[src/rtl/sdram_arbiter.sv]
// Round-robin arbiter sharing one SDRAM controller command port among N requesters,
// with an in-order tag FIFO routing read data back. Define SDRAM_ARB_PRIO0_EN for requester-0 strict priority.

module sdram_arb_lane #(
    parameter int TW  = 2,
    parameter int IDX = 0
) (
    input  logic          clk,
    input  logic          n_reset,
    input  logic          in_grant,
    input  logic [TW-1:0] owner,
    input  logic          accept,
    input  logic          rsp_fire,
    input  logic [TW-1:0] rsp_tag,
    output logic          req_ready,
    output logic          rsp_valid
);
    logic mine;

    assign mine      = in_grant && (owner == TW'(IDX));
    assign req_ready = mine & accept;

    always_ff @(posedge clk or negedge n_reset) begin
        if (!n_reset) rsp_valid <= 1'b0;
        else          rsp_valid <= rsp_fire && (rsp_tag == TW'(IDX));
    end
endmodule

module sdram_arbiter #(
    parameter int N         = 4,
    parameter int AW        = 24,
    parameter int DW        = 16,
    parameter int BURST     = 8,
    parameter int TAG_DEPTH = 8
) (
    input  logic            clk,
    input  logic            n_reset,
    input  logic [N-1:0]    req_valid,
    input  logic [N-1:0]    req_we,
    input  logic [N*AW-1:0] req_addr,
    input  logic [N*DW-1:0] req_data,
    output logic [N-1:0]    req_ready,
    output logic [N-1:0]    rsp_valid,
    output logic [DW-1:0]   rsp_data,
    output logic            mem_valid,
    output logic            mem_we,
    output logic [AW-1:0]   mem_addr,
    output logic [DW-1:0]   mem_data,
    input  logic            mem_ready,
    input  logic            mem_rsp_valid,
    input  logic [DW-1:0]   mem_rsp_data,
    output logic            err_orphan
);
    localparam int TW = (N > 1) ? $clog2(N) : 1;
    localparam int PW = (TAG_DEPTH > 1) ? $clog2(TAG_DEPTH) : 1;
    localparam int CW = PW + 1;

    typedef enum logic {IDLE, GRANT} state_t;

    state_t        state;
    logic [TW-1:0] ptr, owner, pick, next_ptr;
    logic          pick_vld;
    logic [7:0]    cnt, cnt_nxt;
    logic [TW:0]   sum;

    logic          o_valid, o_we;
    logic [AW-1:0] o_addr;
    logic [DW-1:0] o_data;
    logic          in_grant, tag_full, rd_block, accept, push, pop, burst_hit, leave;

    logic [TW-1:0] tag_mem [TAG_DEPTH];
    logic [PW-1:0] wp, rp;
    logic [CW-1:0] tag_cnt;

    // First valid requester at or after ptr, wrapping.
    always_comb begin
        pick     = ptr;
        pick_vld = 1'b0;
        sum      = '0;
        for (int k = 0; k < N; k++) begin
            sum = {1'b0, ptr} + (TW+1)'(k);
            if (sum >= (TW+1)'(N)) sum = sum - (TW+1)'(N);
            if (!pick_vld && req_valid[sum]) begin
                pick_vld = 1'b1;
                pick     = sum[TW-1:0];
            end
        end
`ifdef SDRAM_ARB_PRIO0_EN
        if (req_valid[0]) begin
            pick_vld = 1'b1;
            pick     = '0;
        end
`endif
    end

    assign o_valid  = req_valid[owner];
    assign o_we     = req_we[owner];
    assign o_addr   = req_addr[owner*AW +: AW];
    assign o_data   = req_data[owner*DW +: DW];

    assign in_grant = (state == GRANT);
    // Occupancy is the registered count, so a same-cycle pop does not unblock a read.
    assign tag_full = (tag_cnt == CW'(TAG_DEPTH));
    assign rd_block = in_grant & o_valid & ~o_we & tag_full;

    assign mem_valid = in_grant & o_valid & ~rd_block;
    assign mem_we    = in_grant & o_we;
    assign mem_addr  = in_grant ? o_addr : '0;
    assign mem_data  = in_grant ? o_data : '0;

    assign accept  = mem_valid & mem_ready;
    assign push    = accept & ~o_we;
    assign pop     = mem_rsp_valid && (tag_cnt != '0);
    assign cnt_nxt = cnt + 8'd1;

`ifdef SDRAM_ARB_PRIO0_EN
    assign burst_hit = accept && (cnt_nxt == 8'(BURST)) && (owner != '0);
`else
    assign burst_hit = accept && (cnt_nxt == 8'(BURST));
`endif
    assign leave    = burst_hit | ~o_valid | rd_block;
    assign next_ptr = (owner == TW'(N-1)) ? '0 : owner + 1'b1;

    always_ff @(posedge clk or negedge n_reset) begin
        if (!n_reset) begin
            state <= IDLE;
            ptr   <= '0;
            owner <= '0;
            cnt   <= '0;
        end else begin
            case (state)
                IDLE: begin
                    if (pick_vld) begin
                        owner <= pick;
                        state <= GRANT;
                    end
                end
                GRANT: begin
                    if (leave) begin
                        state <= IDLE;
                        ptr   <= next_ptr;
                        cnt   <= '0;
                    end else if (accept) begin
                        cnt <= cnt_nxt;
                    end
                end
                default: state <= IDLE;
            endcase
        end
    end

    always_ff @(posedge clk) begin
        if (push) tag_mem[wp] <= owner;
    end

    always_ff @(posedge clk or negedge n_reset) begin
        if (!n_reset) begin
            wp         <= '0;
            rp         <= '0;
            tag_cnt    <= '0;
            rsp_data   <= '0;
            err_orphan <= 1'b0;
        end else begin
            if (push) wp <= (wp == PW'(TAG_DEPTH-1)) ? '0 : wp + 1'b1;
            if (pop)  rp <= (rp == PW'(TAG_DEPTH-1)) ? '0 : rp + 1'b1;
            case ({push, pop})
                2'b10:   tag_cnt <= tag_cnt + 1'b1;
                2'b01:   tag_cnt <= tag_cnt - 1'b1;
                default: tag_cnt <= tag_cnt;
            endcase
            if (pop) rsp_data <= mem_rsp_data;
            if (mem_rsp_valid && (tag_cnt == '0)) err_orphan <= 1'b1;
        end
    end

    for (genvar i = 0; i < N; i++) begin : g_lane
        sdram_arb_lane #(.TW(TW), .IDX(i)) u_lane (
            .clk      (clk),
            .n_reset  (n_reset),
            .in_grant (in_grant),
            .owner    (owner),
            .accept   (accept),
            .rsp_fire (pop),
            .rsp_tag  (tag_mem[rp]),
            .req_ready(req_ready[i]),
            .rsp_valid(rsp_valid[i])
        );
    end
endmodule

[config.mk]
export PLATFORM = sky130hd
export DESIGN_NAME = sdram_arbiter
export DESIGN_NICKNAME = d
export VERILOG_FILES = /design/src/rtl/sdram_arbiter.sv
export SDC_FILE = /design/constraint.sdc
export NUM_CORES = 1
export LEC_CHECK = 0
export ABC_CLOCK_PERIOD_IN_PS = 4700
export CAP_MARGIN = 25
export CORE_ASPECT_RATIO = 1.2
export CORE_MARGIN = 1
export CORE_UTILIZATION = 41
export CTS_CLUSTER_DIAMETER = 200
export DETAILED_ROUTE_END_ITERATION = 12
export PLACE_DENSITY_LB_ADDON = 0.2
export SLEW_MARGIN = 10
export SYNTH_ARGS = -nofsm -noshare
export SYNTH_HDL_FRONTEND = slang
export SYNTH_HIERARCHICAL = 1
export SYNTH_SLANG_ARGS = --single-unit
[constraint.sdc]
create_clock -name clk -period 4.7 [get_ports clk]
set_clock_uncertainty 0.1 [all_clocks]
set_input_delay 0.94 -clock clk [delete_from_list [all_inputs] [get_ports clk]]
set_output_delay 0.94 -clock clk [all_outputs]
set_load 0.03 [all_outputs]
Yosys cells after proc, flatten, opt, wreduce, memory -nomap -nowiden:

Memories as Yosys holds them, arrays and structs flattened.
Index checks and enable logic that the tools add are counted.
Widths: inputs -> output; s select.

* bitwise logic cells: 17
* magnitude comparators: 9
* $add $sub $neg: 13
* mux-type cells: 37
* eq/ne operators: 12
* multiply operators: 1
* shift operators: 2
* reductions and logical operators: 26

Operator list (count)
* $shiftx 96x8->24: 1
* $shiftx 64x7->16: 1
* $mux 24: 1
* $mux 3: 6
* $mux 16: 1
* $mux 8: 2
* $logic_and 1x1->1: 14
* $mux 1: 14
* $bmux 1 s2: 6
* $lt 3x3->1 const B: 4
* $and 1x1->1: 11
* $eq 2x2->1 const B: 5
* $mux 2: 5
* $ge 3x3->1 const B: 3
* $sub 3x3->3 const B: 3
* $add 8x1->8 const B: 1
* $eq 8x4->1 const B: 1
* $pmux 4 s2: 1
* $add 2x2->3 const B: 2
* $add 3x1->3 const B: 2
* $eq 2x1->1 const B: 3
* $eq 3x3->1 const B: 2
* $reduce_and 2->1: 3
* $add 4x1->4 const B: 1
* other kinds (16): 24

* register bits after elaboration: 44
* output and inout bits: 67
* logic and storage cells: 131
* input bits: 188
* bits in writable memories: 16
* memories kept: 1

Memories
* tag_mem: words 8, bits a word 2, rd ports 1, clocked after Yosys merged registers in 0, wr ports 1, line 71 `logic [TW-1:0] tag_mem [TAG_DEPTH];`

Longest topological paths before layout:

* word-level depth: 16
* depth in mapped cells: 11
* depth with buffers taken out: 10

Cells and area by module:

Netlist, hierarchy kept.

Modules (own cells, without submodules)
* sdram_arbiter: instances 1, area an instance 3960.0 um^2, sequential area each 1481.4 um^2, cells an instance 343
* sdram_arb_lane at g_lane[1].u_lane ...: instances 2, area an instance 43.8 um^2, sequential area each 25.0 um^2, cells an instance 3
* sdram_arb_lane at g_lane[0].u_lane: instances 1, area an instance 45.0 um^2, sequential area each 25.0 um^2, cells an instance 3
* sdram_arb_lane at g_lane[3].u_lane: instances 1, area an instance 40.0 um^2, sequential area each 25.0 um^2, cells an instance 3

Worst setup path after synthesis:

No wires, ideal clock.

* kind: input-to-reg
* start: input req_we[3]
* end: register tag_cnt[2]
* buffers on the path: 0
* required time: 4474 ps
* stages: 10
* arrival time: 2980 ps
* library setup time: 126 ps
* setup slack: 1493 ps
* cell sequence: mux4_2 -> and4bb_2 -> inv_1 -> ha_1 -> xor2_1 -> ha_1 -> a21oi_1 -> xor2_1 -> nor2_1 -> xor2_1

* word-level cells in the longest chain between the ends: 11
* elaborated cells between the ends (all ways): 13
* those cells by class: eq/ne: 2; mux: 3; bitwise: 7; reduce/logical: 1

RTL lines
* start: declaration: line 39 `input logic [N-1:0] req_we,`
* $bmux 1 s2 *: line 97 `assign o_we = req_we[owner];`
* $mux 1 (implied by the code) *: line 97
* $not 1->1 *: line 104, 112
* $and 1x1->1 (2 in a row): line 104 `assign rd_block = in_grant & o_valid & ~o_we & tag_full;`
* $not 1->1: line 106 `assign mem_valid = in_grant & o_valid & ~rd_block;`
* $and 1x1->1: line 106
* $and 1x1->1: line 111 `assign accept = mem_valid & mem_ready;`
* $and 1x1->1 *: line 112 `assign push = accept & ~o_we;`
* $eq 2x1->1 / $eq 2x2->1 (equally long branches): line 166 `case ({push, pop})`
* $pmux 4 s2 / $reduce_bool 2->1 (equally long branches)
* end signal: assignment: line 167 `2'b10: tag_cnt <= tag_cnt + 1'b1;`
* end signal: assignment: line 168 `2'b01: tag_cnt <= tag_cnt - 1'b1;`
* end signal: assignment: line 169 `default: tag_cnt <= tag_cnt;`
* end: declaration: line 73 `logic [CW-1:0] tag_cnt;`

Every way passes the cells marked *; elsewhere a longest branch is shown, timed or not. The select of a mux whose other input is x is not followed.
A chain may end at the register's enable or synchronous reset.

Worst setup path in the final report:

* start: input req_valid[1]
* end: output req_ready[0]

* word-level cells in the longest chain between the ends: 9

RTL lines
* start: declaration: line 38 `input logic [N-1:0] req_valid,`
* $bmux 1 s2 *: line 96 `assign o_valid = req_valid[owner];`
* $mux 1 (implied by the code) *: line 96
* $and 1x1->1 *: line 104, 106
* $and 1x1->1 (2 in a row): line 104
* $not 1->1: line 106
* $and 1x1->1 *: line 106
* $and 1x1->1 *: line 111
* named net accept: line 69 `logic in_grant, tag_full, rd_block, accept, push, pop, burst_hit, leave;`
* $and 1x1->1 *: line 21 `assign req_ready = mine & accept;`
* end: declaration: line 42 `output logic [N-1:0] req_ready,`

Mark *: on every way through the listed nets, which the timed path passes. The rest lies on a longest branch. The select of a mux whose other input is x is not followed.

==> flow_metrics.tcl <==
set metrics [dict create \
    critical_path.slowest_cell "clkdlybuf4s50_1" \
    cp_common_cell "clkdlybuf4s50_1" \
    cp.required_ns 3.66 \
    gp_congestion 0.927 \
    rsz0062_at_grt "false" \
    async_flop_share 0.733 \
    synthFlopType "dfrtp_1" \
    setup_tns_ns 0 \
    cts_sinks 60 \
    cts.repair.resized 0 \
    wl_per_cell_um 19.3 \
    fin_cells 733 \
    ant_nets 0 \
    setup_ws_ns 0.458 \
    relSlewSlack 0.440 \
    drc 0 \
    max_freq_mhz 236 \
    peakVddDrop_mv 0.351 \
    place_inst 716 \
    status "complete, no violations" \
    syn_inst 355 \
    seq_area_frac_synth 0.383 \
    syn-cell-area_um2 4130 \
    fillers 700 \
    clk_pin_slew_ns 0.05 \
    core_um2 9660 \
    antenna_found_initial 2 \
    hold_class "reg -> reg" \
    initial_utilization 0.428 \
    critPathLaunch "req_valid[1]" \
    synth_cell_types 52 \
    grt_pass1_vias 4178 \
    fin_nets 802 \
    path_cells "clkdlybuf4s50_1, mux4_2, o21ai_4, nor2_1, and4bb_2, clkdlybuf4s50_1" \
    drive_above_1_share 0.144 \
    final_area_um2 7090 \
    synth-edff-count 16 \
    cts_tree "done" \
    critPathMaxFanout 7 \
    worst_ep_arrival_time_ns 3.20 \
    port_buffers 254 \
    power.leakage_uw 0.00279 \
    max_slew.worst_pin.slew_ns 0.841 \
    synth-warning-count 6 \
    drt_iter0_markers 315 \
    grt_pass1_wl_mm 21.8 \
    numCtsBuffers 9 \
    wirelength_mm 14.2 \
    cp-end-kind "output port" \
    syn_avg_cell_area_um2 11.6 \
    ys_seq_elements 60 \
    core.rowCount 39 \
    clock_latency_ns 0.34 \
    fin_crit_ns 4.24 \
    dieArea_um2 10500 \
    placed_area_um2 6770 \
    power.density_nw_per_um2 568 \
    grt_overflow_total 0 \
    vias 3976 \
    post-place-ws_ns 0.487 \
    clk_path_buf_depth 2 \
    cts_setup_buffers 0 \
    r2r_start "owner[0]" \
    firstDrtPassIters 4 \
    via_per_inst 5.42 \
    crit_type "in -> out" \
    syn2layout_area_growth_pct 71.6 \
    cts_hold_buf 0 \
    antenna-diode-count 0 \
    num_io_pins 255 \
    critPathMaxStageDelay_ns 0.66 \
    place_hpwl_mm 11.3 \
    die_w_um 93.7 \
    min_period_over_period 0.903 \
    grt_max_degree 53 \
    finalSetupViolCount 0 \
    die_h_um 112 \
    cts-htree-levels 3 \
    root_buffer "clkbuf_16" \
    grt_usage 0.279 \
    drv_slew 0 \
    min_from "err_orphan" \
    syn-num-nets 552 \
    finalHoldViolations 0 \
    final_core_util 0.734 \
    maxCapViolCount 0 \
    startpoint_type "primary input" \
]
## placed cells by master (no fill, tap or decap), types with 4 or more instances in the layout
| master | n |
|---|---|
| inv_1 | 5 |
| edfxtp_1 | 16 |
| and2_1 | 42 |
| mux2_2 | 7 |
| buf_4 | 4 |
| nor2b_1 | 5 |
| ha_1 | 9 |
| nand2_1 | 64 |
| clkbuf_16 | 9 |
| xor2_1 | 4 |
| o21ai_0 | 6 |
| a21o_1 | 6 |
| nor2_1 | 17 |
| nor3_1 | 4 |
| dfrtp_1 | 42 |
| mux4_2 | 46 |
| clkdlybuf4s50_1 | 253 |
| o31ai_1 | 4 |
| nand2b_1 | 4 |
| a21oi_1 | 6 |
## flip-flops by register name, indices dropped and copies added (netlist names)
signal / cells
cnt: 8
err_orphan: 1
g_lane.u_lane/rsp_valid: 4
in_grant: 1
owner: 2
ptr: 2
rp: 3
rsp_data: 16
tag_cnt: 4
tag_mem: 16
wp: 3
## final timing paths
path | to | slack [ns] | cells after the start
setup / recovery | req_ready[0] | 0.46 | 6
hold / removal | err_orphan | 0.35 | 1
setup reg to reg | tag_cnt[2] | 1.24 | 10
hold reg to reg | err_orphan | 0.35 | 1
max in group asynchronous | owner[0] | 3.67 | 2
min in group asynchronous | rp[2] | 0.36 | 1
## report_power, final
part	switching, uW	internal, uW	total [uW]
Sequential	249	692	941
Clock	232	423	654
Combinational	1200	1230	2430
Total	1680	2350	4030
## area by class of cell
class / instances / area (um^2) / share of cell area
Inverter: 6 / 22.5 / 0.00318
Tap cell: 123 / 154 / 0.0217
Clock buffer: 10 / 239 / 0.0337
Sequential cell: 60 / 1590 / 0.224
Multi-Input combinational cell: 269 / 2440 / 0.344
Timing Repair Buffer: 259 / 2590 / 0.365
Clock inverter: 6 / 62.6 / 0.00882
## worst max-delay path: cells and delay by family
kind                   cells  cell delay, ns
buffers and inverters      2            1.26
AO/OA/AOI/OAI              1            0.09
multiplexers               1            0.37
AND/OR/NAND/NOR            2            0.54
## cells in the mapped netlist, types with 3 or more instances
| master | count | area share |
|---|---|---|
| buf_2 | 4 | 0.0048 |
| and2_1 | 42 | 0.064 |
| ha_1 | 9 | 0.027 |
| xor2_1 | 4 | 0.0085 |
| dfrtp_1 | 44 | 0.27 |
| nand2b_1 | 4 | 0.0061 |
| nand2_1 | 64 | 0.058 |
| nor2b_1 | 5 | 0.0076 |
| mux4_2 | 46 | 0.25 |
| inv_1 | 5 | 0.0045 |
| nor2_1 | 17 | 0.015 |
| o31ai_1 | 4 | 0.0073 |
| o21ai_0 | 6 | 0.0073 |
| a21oi_1 | 6 | 0.0073 |
| mux2_2 | 7 | 0.019 |
| edfxtp_1 | 16 | 0.12 |
| a22o_1 | 3 | 0.0064 |
| clkbuf_1 | 13 | 0.012 |
| nor3_1 | 4 | 0.0048 |
| a21o_1 | 6 | 0.011 |
| nand3_1 | 3 | 0.0036 |
## layer usage
layer | track usage | vias up | wire length (um)
li1 | - | 1830 | -
met1 | 0.317 | 1905 | 5090
met2 | 0.497 | 210 | 7510
met3 | 0.0881 | 27 | 1340
met4 | 0.0841 | 4 | 213
met5 | 0 | - | 23
## logic make-up (layout without fill, tap and decap cells)
| group | after synthesis | count (layout) | synth area share |
|---|---|---|---|
| compound gates | 40 | 40 | 0.0708 |
| fa+ha+maj | 9 | 9 | 0.0272 |
| simple gates | 161 | 161 | 0.209 |
| mux | 54 | 54 | 0.273 |
| buf+inv | 26 | 281 | 0.0266 |
| flops | 60 | 60 | 0.383 |
| xor+xnor | 5 | 5 | 0.0106 |
## stage by stage
step,hold WS (ns),total power [uW]
2_1_floorplan,0.356,2460
3_3_place_gp,0.340,3330
3_5_place_dp,0.344,3390
4_1_cts,0.355,4060
5_1_grt,0.366,4270
6_report,0.353,4030
No activity file was read; power rests on OpenSTA's default activity.
